<file path="config.mk">
export PLATFORM = sky130hd
export DESIGN_NAME = frac_div_ctrl
export DESIGN_NICKNAME = d
export VERILOG_FILES = /design/src/rtl/frac_div_pkg.sv /design/src/rtl/frac_div_lfsr.sv /design/src/rtl/frac_div_ctrl.sv
export SDC_FILE = /design/constraint.sdc
export NUM_CORES = 1
export LEC_CHECK = 0
export CAP_MARGIN = 20
export CORE_ASPECT_RATIO = 1.5
export CORE_MARGIN = 5
export CORE_UTILIZATION = 55
export CTS_CLUSTER_DIAMETER = 100
export DETAILED_ROUTE_END_ITERATION = 8
export PLACE_DENSITY = 0.87
export SYNTH_ARGS = -nofsm -noshare
export SYNTH_HDL_FRONTEND = slang
export SYNTH_SLANG_ARGS = --single-unit
export TNS_END_PERCENT = 10
</file>
<file path="constraint.sdc">
create_clock -name clk -period 12.7 [get_ports clk]
set_clock_uncertainty 0.2 [all_clocks]
set_input_delay 3.81 -clock clk [delete_from_list [all_inputs] [get_ports clk]]
set_output_delay 3.81 -clock clk [all_outputs]
set_load 0.005 [all_outputs]
</file>
<file path="src/rtl/frac_div_pkg.sv">
// Shared types and constants for the fractional-N divide-ratio controller.
package frac_div_pkg;

  typedef enum logic [1:0] {
    IDLE = 2'd0,
    LOAD = 2'd1,
    RUN  = 2'd2,
    PEND = 2'd3
  } state_e;

  // Integer ratios below this cannot be produced by the divider.
  localparam int MIN_INT = 2;

  // Dither LFSR: x^15 + x^14 + 1, Fibonacci form, feedback from bits 14 and 13.
  localparam int          LFSR_W    = 15;
  localparam logic [14:0] LFSR_SEED = 15'h0001;
  localparam logic [14:0] LFSR_TAPS = 15'h6000;

endpackage

</file>
<file path="src/rtl/frac_div_lfsr.sv">
// Dither source for the fractional accumulator; advances one position per step.
module frac_div_lfsr
  import frac_div_pkg::*;
(
  input  logic clk,
  input  logic rst,
  input  logic step,
  output logic bit_out
);

  logic [LFSR_W-1:0] lfsr_q;
  logic [LFSR_W-1:0] lfsr_d;

  // Shift in the XOR of the tapped bits when stepped.
  always_comb begin
    lfsr_d = lfsr_q;
    if (step) begin
      lfsr_d = {lfsr_q[LFSR_W-2:0], ^(lfsr_q & LFSR_TAPS)};
    end
  end

  // LFSR register, restarts from the seed on reset.
  always_ff @(posedge clk or negedge rst) begin
    if (!rst) begin
      lfsr_q <= LFSR_SEED;
    end else begin
      lfsr_q <= lfsr_d;
    end
  end

  assign bit_out = lfsr_q[0];

endmodule

</file>
<file path="src/rtl/frac_div_ctrl.sv">
// Fractional-N divide-ratio controller: a first-order accumulator turns N + K/2^FRAC_W
// into a per-division-cycle integer ratio of N or N+1.
// Build option FRAC_DIV_DITHER_EN adds an LFSR bit as carry-in to the accumulator.
//
// state | meaning
// IDLE  | stopped, ratio invalid; accepts config, holds it until enable is high
// LOAD  | one cycle: shadow config becomes active, accumulator cleared, ratio = N
// RUN   | accumulating on div_done; accepts a new config into the shadow
// PEND  | new config waiting; swapped in at the next div_done
module frac_div_ctrl
  import frac_div_pkg::*;
#(
  parameter int INT_W  = 8,
  parameter int FRAC_W = 16
) (
  input  logic              clk,
  input  logic              rst,
  input  logic              enable,
  input  logic              cfg_valid,
  output logic              cfg_ready,
  input  logic [INT_W-1:0]  cfg_int,
  input  logic [FRAC_W-1:0] cfg_frac,
  input  logic              div_done,
  output logic [INT_W:0]    ratio,
  output logic              ratio_valid,
  output logic              cfg_err
);

  state_e            state_q, state_d;
  logic              alive_q, alive_d;
  logic              held_q, held_d;
  logic [INT_W-1:0]  sh_n_q, sh_n_d;
  logic [FRAC_W-1:0] sh_k_q, sh_k_d;
  logic [INT_W-1:0]  act_n_q, act_n_d;
  logic [FRAC_W-1:0] act_k_q, act_k_d;
  logic [FRAC_W-1:0] acc_q, acc_d;
  logic [INT_W:0]    ratio_q, ratio_d;
  logic              valid_q, valid_d;
  logic              err_q, err_d;

  logic              cfg_acc;
  logic              cfg_good;
  logic              dither_bit;
  logic [INT_W-1:0]  n_sel;
  logic [FRAC_W-1:0] k_sel;
  logic [FRAC_W:0]   acc_sum;
  logic [INT_W:0]    ratio_next;

  // alive_q keeps cfg_ready low until the first edge after reset release.
  assign cfg_ready = alive_q && ((state_q == IDLE) || (state_q == RUN));
  assign cfg_acc   = cfg_valid && cfg_ready;
  assign cfg_good  = cfg_acc && (cfg_int >= INT_W'(MIN_INT));

  // In PEND the div_done update already uses the shadow (new) config.
  assign n_sel      = (state_q == PEND) ? sh_n_q : act_n_q;
  assign k_sel      = (state_q == PEND) ? sh_k_q : act_k_q;
  assign acc_sum    = {1'b0, acc_q} + {1'b0, k_sel} + {{FRAC_W{1'b0}}, dither_bit};
  // One extra bit so N = 2^INT_W-1 plus carry yields 2^INT_W without wrapping.
  assign ratio_next = {1'b0, n_sel} + {{INT_W{1'b0}}, acc_sum[FRAC_W]};

`ifdef FRAC_DIV_DITHER_EN
  logic lfsr_step;

  assign lfsr_step = div_done && enable && ((state_q == RUN) || (state_q == PEND));

  frac_div_lfsr u_lfsr (
    .clk     (clk),
    .rst     (rst),
    .step    (lfsr_step),
    .bit_out (dither_bit)
  );
`else
  assign dither_bit = 1'b0;
`endif

  // Next-state, config handshake and accumulator update.
  always_comb begin
    state_d = state_q;
    alive_d = 1'b1;
    held_d  = held_q;
    sh_n_d  = sh_n_q;
    sh_k_d  = sh_k_q;
    act_n_d = act_n_q;
    act_k_d = act_k_q;
    acc_d   = acc_q;
    ratio_d = ratio_q;
    valid_d = valid_q;
    err_d   = cfg_acc && !cfg_good;

    if (!enable && (state_q != IDLE)) begin
      // Stop: pending config dropped, but a config accepted this very cycle is kept.
      state_d = IDLE;
      acc_d   = '0;
      ratio_d = '0;
      valid_d = 1'b0;
      held_d  = cfg_good;
      if (cfg_good) begin
        sh_n_d = cfg_int;
        sh_k_d = cfg_frac;
      end
    end else begin
      case (state_q)
        IDLE: begin
          if (cfg_good) begin
            sh_n_d = cfg_int;
            sh_k_d = cfg_frac;
          end
          if (enable && (held_q || cfg_good)) begin
            state_d = LOAD;
            held_d  = 1'b0;
          end else if (cfg_good) begin
            held_d = 1'b1;
          end
        end
        LOAD: begin
          act_n_d = sh_n_q;
          act_k_d = sh_k_q;
          acc_d   = '0;
          ratio_d = {1'b0, sh_n_q};
          valid_d = 1'b1;
          state_d = RUN;
        end
        RUN: begin
          if (div_done) begin
            acc_d   = acc_sum[FRAC_W-1:0];
            ratio_d = ratio_next;
          end
          if (cfg_good) begin
            sh_n_d  = cfg_int;
            sh_k_d  = cfg_frac;
            state_d = PEND;
          end
        end
        PEND: begin
          if (div_done) begin
            act_n_d = sh_n_q;
            act_k_d = sh_k_q;
            acc_d   = acc_sum[FRAC_W-1:0];
            ratio_d = ratio_next;
            state_d = RUN;
          end
        end
        default: state_d = IDLE;
      endcase
    end
  end

  // State and datapath registers; reset discards all configuration.
  always_ff @(posedge clk or negedge rst) begin
    if (!rst) begin
      state_q <= IDLE;
      alive_q <= 1'b0;
      held_q  <= 1'b0;
      sh_n_q  <= '0;
      sh_k_q  <= '0;
      act_n_q <= '0;
      act_k_q <= '0;
      acc_q   <= '0;
      ratio_q <= '0;
      valid_q <= 1'b0;
      err_q   <= 1'b0;
    end else begin
      state_q <= state_d;
      alive_q <= alive_d;
      held_q  <= held_d;
      sh_n_q  <= sh_n_d;
      sh_k_q  <= sh_k_d;
      act_n_q <= act_n_d;
      act_k_q <= act_k_d;
      acc_q   <= acc_d;
      ratio_q <= ratio_d;
      valid_q <= valid_d;
      err_q   <= err_d;
    end
  end

  assign ratio       = ratio_q;
  assign ratio_valid = valid_q;
  assign cfg_err     = err_q;

endmodule

</file>
==> reports/results.txt <==
The net count of the finished layout is 518. Die extent in x: 82.3 µm. The worst-case IR drop observed on VDD is 121 µV.

The first global-routing pass estimated 16.7 mm of wire. The total area inside the core boundary comes to 7660 µm². In this run the static leakage power is 0.00233 µW. The arrival time of data at the critical path endpoint is 5890 ps, and the biggest cell delay along the critical path is 750 ps. In the final routed layout, each cell accounts on average for 17.2 µm. Based on the critical path, the design can be clocked at up to 0.171 GHz. sky130_fd_sc_hd__nand2_1 is the most common cell in the netlist.

Multiplexer share of the synthesized area: 13.4%. The kind of path behind the tightest hold check was reg -> reg. After layout, the worst setup slack is 6840 ps.

The run gives 80 as the maximum number of pins on one net before global-route repair. The top cell type by area accounts for 45.8% of the synthesized area. In this run switching power makes up 33.5% of total power. For the pin with the worst max-slew slack, the measured transition is 837 ps. Commonest register cell after synthesis: sky130_fd_sc_hd__dfrtp_1. Design internal power: 691 µW. Prior to clock tree synthesis, the placed netlist has a worst setup slack of 6420 ps. Async set-or-reset flop fraction in the synthesized netlist: 100%.

Detailed routing placed a total of 5.34 mm of wire on met2. The xor/xnor cell area share of the yosys netlist was 2.84%; the power per cell area was 202 nW/µm². The largest fanout on the critical path is 15. The number of standard-cell rows in the floorplan is 39, and the antenna diode count is 0. In this run, the number of DRC markers left after iteration 0 of detailed routing was 225. Setup repair after global routing left no endpoint under its margin. The number of primary I/O pins was 41. Port buffering added 40 buffers. Detailed placement finished with a half-perimeter wire length of 6.83 mm. In the final layout, the share of cells above drive strength 1 is 15.0%. The tools report the type of element capturing the critical path as a register.

For this configuration, the core starts out at a cell density of 56.3%. The depth of the worst hold-timing path came out at 2. Among all stages on the critical path, the largest delay is contributed by sky130_fd_sc_hd__clkdlybuf4s50_1.

After Yosys synthesis, and, or, nand and nor cells account for 15.5% of the synthesized area. The part of the power in the clock network is 27.4%. The data required time of the critical path was 12,730 ps; the utilization after layout was 67.2%.

Headroom to the max-slew limit came out at 44.0%. For the final number of setup-violating endpoints, the log shows 0. During synthesis, Yosys emitted a total of 0 warnings. The die covers 9760 µm². The worst reg2reg path depth was 17; the number of enable-type register cells in the synthesized netlist was 0. For the met1 routed wirelength after detailed routing, the log shows 3.82 mm.

After Yosys synthesis, full adders, half adders and majority gates account for 5.97% of the synthesized area. Clock-pin slew was measured on the worst setup and hold paths at 60 ps. The tools report the cell at the root of the clock tree as sky130_fd_sc_hd__clkbuf_16. The remaining global-route overflow is 0.

The worst setup path is of the in -> reg kind. TritonCTS built the clock tree. Measured along the y axis, the die boundary spans 119 µm. By count the netlist is led by sky130_fd_sc_hd__nand2_1, sky130_fd_sc_hd__dfrtp_1, sky130_fd_sc_hd__mux2_2. The number of sinks on the clock net is 79. The run finished with clean final reports.

At the end of routability-driven placement, the weighted congestion stood at 0.930. The share of total power dissipated in combinational logic is 34.1%. The clock passes through at most 2 buffers.

For the wire length on met3, the log shows 379 µm. Max-cap violations in this run came to 0. After synthesis, the cell types taking the most area are sky130_fd_sc_hd__dfrtp_1, sky130_fd_sc_hd__mux2_2, sky130_fd_sc_hd__nand2_1. The finished layout holds 576 standard cells, fillers aside. After clock tree synthesis, the setup repair step added 0 buffers. The count of state elements after synthesis is 79.

The source of the worst register-to-register timing path was state_q[1]$_DFFE_PN0P_. In this run, post-CTS hold repair placed 0 buffers. For the number of slew-limit violations in the final report, the log shows 0.

The hold path startpoint is ratio[7]$_DFFE_PN0P_. For the number of global-route vias before repair, the log shows 3,586. The run gives 0 as the initial antenna violation count.

Detail-routed via count per cell: 5.91. For this run, the register share of the synthesized area comes to 45.8%. The cell area after synthesis is 4320 µm², and the setup TNS is 0 ps. The post-route antenna net violation count is 0.

TritonCTS created 9 clock buffers. The final layout contains routed wiring with a total length of 9.90 mm. The cell count after synthesis came out at 434. For the routed via count, the log shows 3,407. Walking the worst path, the cells encountered are clkdlybuf4s50_1 -> nand2_1 -> nor2_2 -> buf_8 -> mux2_2.

The worst path in the final design needs a cycle of 5860 ps, including I/O delays and setup. Relative to the synthesized area, the layout overhead comes to 19.3%. Across every metal layer, demand over resource in global routing totals 22.3%. For this run, design rule violations remaining after detail routing come to 0. After layout, the worst path uses 46.1% of the clock period. The first TritonRoute pass finished after 5 iterations.

The share of total power dissipated in sequential elements is 38.6%. By area, the combinational part of the netlist is dominated by simple AND/OR/NAND/NOR gates. The topmost layer with routed signal wires was met4. The number of placed instances with taps included came out at 559. The layout has 576 filler cells. Library cell with the largest summed area after synthesis: sky130_fd_sc_hd__dfrtp_1. For the synthesized net count, the log shows 483. The clock tree synthesis step divided the H-tree into 3 levels.

The synthesized-area fraction occupied by ao, oa, aoi and oai cells was 13.8%. For this design the total switching power over the nets is 347 µW. The tools report the insertion delay of the later-clocked pin in the worst-skew pair as 350 ps. Worst setup path startpoint: enable.

Post-CTS repair changed the size of 0 cells. The tools report the category of the worst setup path launch point as an input pin. Each instance of the synthesized netlist takes up on average 9.95 µm². In this run, distinct cell masters in the synthesized netlist total 49. The number of hold violations in the final report was 0.
-- through the flow --
step | total power (µW) | hold WS (ps) | area (µm²)
2_1_floorplan | 641 | 255 | 4320
3_3_place_gp | 727 | 270 | 4780
3_5_place_dp | 751 | 266 | 4800
4_1_cts | 1040 | 280 | 5120
5_1_grt | 1110 | 306 | 5150
6_report | 1040 | 280 | 5150
-- flip-flops by register name (all words and copies together), names as in the netlist --
register     count
alive_q          1
ratio_valid      1
sh_n_q           8
act_k_q         16
held_q           1
sh_k_q          16
state_q          2
acc_q           16
ratio            9
cfg_err          1
act_n_q          8
-- final timing paths --
path                                           to  slack (ps)
setup / recovery           act_k_q[8]$_DFFE_PN0P_        6840
hold / removal               ratio[7]$_DFFE_PN0P_         280
setup reg to reg             ratio[6]$_DFFE_PN0P_        7360
hold reg to reg              ratio[7]$_DFFE_PN0P_         280
max in group asynchronous    ratio[4]$_DFFE_PN0P_        8680
min in group asynchronous   sh_n_q[1]$_DFFE_PN0P_        3060
-- cell type report --
cell class              instances  area (µm²)  share of cell area, %
flip-flops and latches         79        1980                   38.4
well taps                     102         128                   2.48
repair buffers                 45         463                   8.99
clock inverters                 3        65.1                   1.26
inverters                       6        22.5                  0.437
multi-input cells             328        2230                   43.4
clock buffers                  13         260                   5.05
-- cell families after synthesis --
kind of cell / after synthesis
other: 1
adder cells (fa/ha/maj): 20
AO/OA/AOI/OAI: 88
XOR/XNOR: 14
AND/OR/NAND/NOR: 153
buffers and inverters: 27
flip-flops: 79
multiplexers: 52
-- power groups by stage --
stage                     Sequential (µW)  Combinational (µW)  Clock [µW]
after floorplan                       378                 263           0
after global placement                398                 329           0
after detailed placement              403                 347           0
after CTS                             400                 352         286
after global routing                  412                 396         298
final                                 400                 353         284
-- per-layer routing --
layer	up-vias	GRT usage (%)
met5	-	0
met4	0	12.8
met3	33	3.73
met2	102	38.3
met1	1662	25.3
li1	1610	-
-- placed cells by master, fill, tap and decap left out, types with 6 or more instances in the layout --
| cell | synthesis | final |
|---|---|---|
| sky130_fd_sc_hd__clkdlybuf4s50_1 | 0 | 39 |
| sky130_fd_sc_hd__nand2_1 | 97 | 97 |
| sky130_fd_sc_hd__nor2_1 | 14 | 13 |
| sky130_fd_sc_hd__clkbuf_16 | 0 | 9 |
| sky130_fd_sc_hd__a21oi_1 | 16 | 16 |
| sky130_fd_sc_hd__ha_1 | 19 | 19 |
| sky130_fd_sc_hd__nand4_1 | 8 | 8 |
| sky130_fd_sc_hd__a21o_1 | 7 | 7 |
| sky130_fd_sc_hd__nand3_1 | 11 | 11 |
| sky130_fd_sc_hd__a22o_1 | 7 | 7 |
| sky130_fd_sc_hd__mux2_2 | 48 | 48 |
| sky130_fd_sc_hd__inv_1 | 6 | 6 |
| sky130_fd_sc_hd__xnor2_1 | 7 | 7 |
| sky130_fd_sc_hd__dfrtp_1 | 79 | 79 |
| sky130_fd_sc_hd__o21ai_0 | 22 | 22 |
| sky130_fd_sc_hd__xor2_1 | 7 | 7 |
-- critical path, delay by kind of cell --
kind,cells,cell delay (ps)
multiplexers,1,350
AND/OR/NAND/NOR,2,720
buffers and inverters,2,990
No activity file was read; power rests on OpenSTA's default activity.
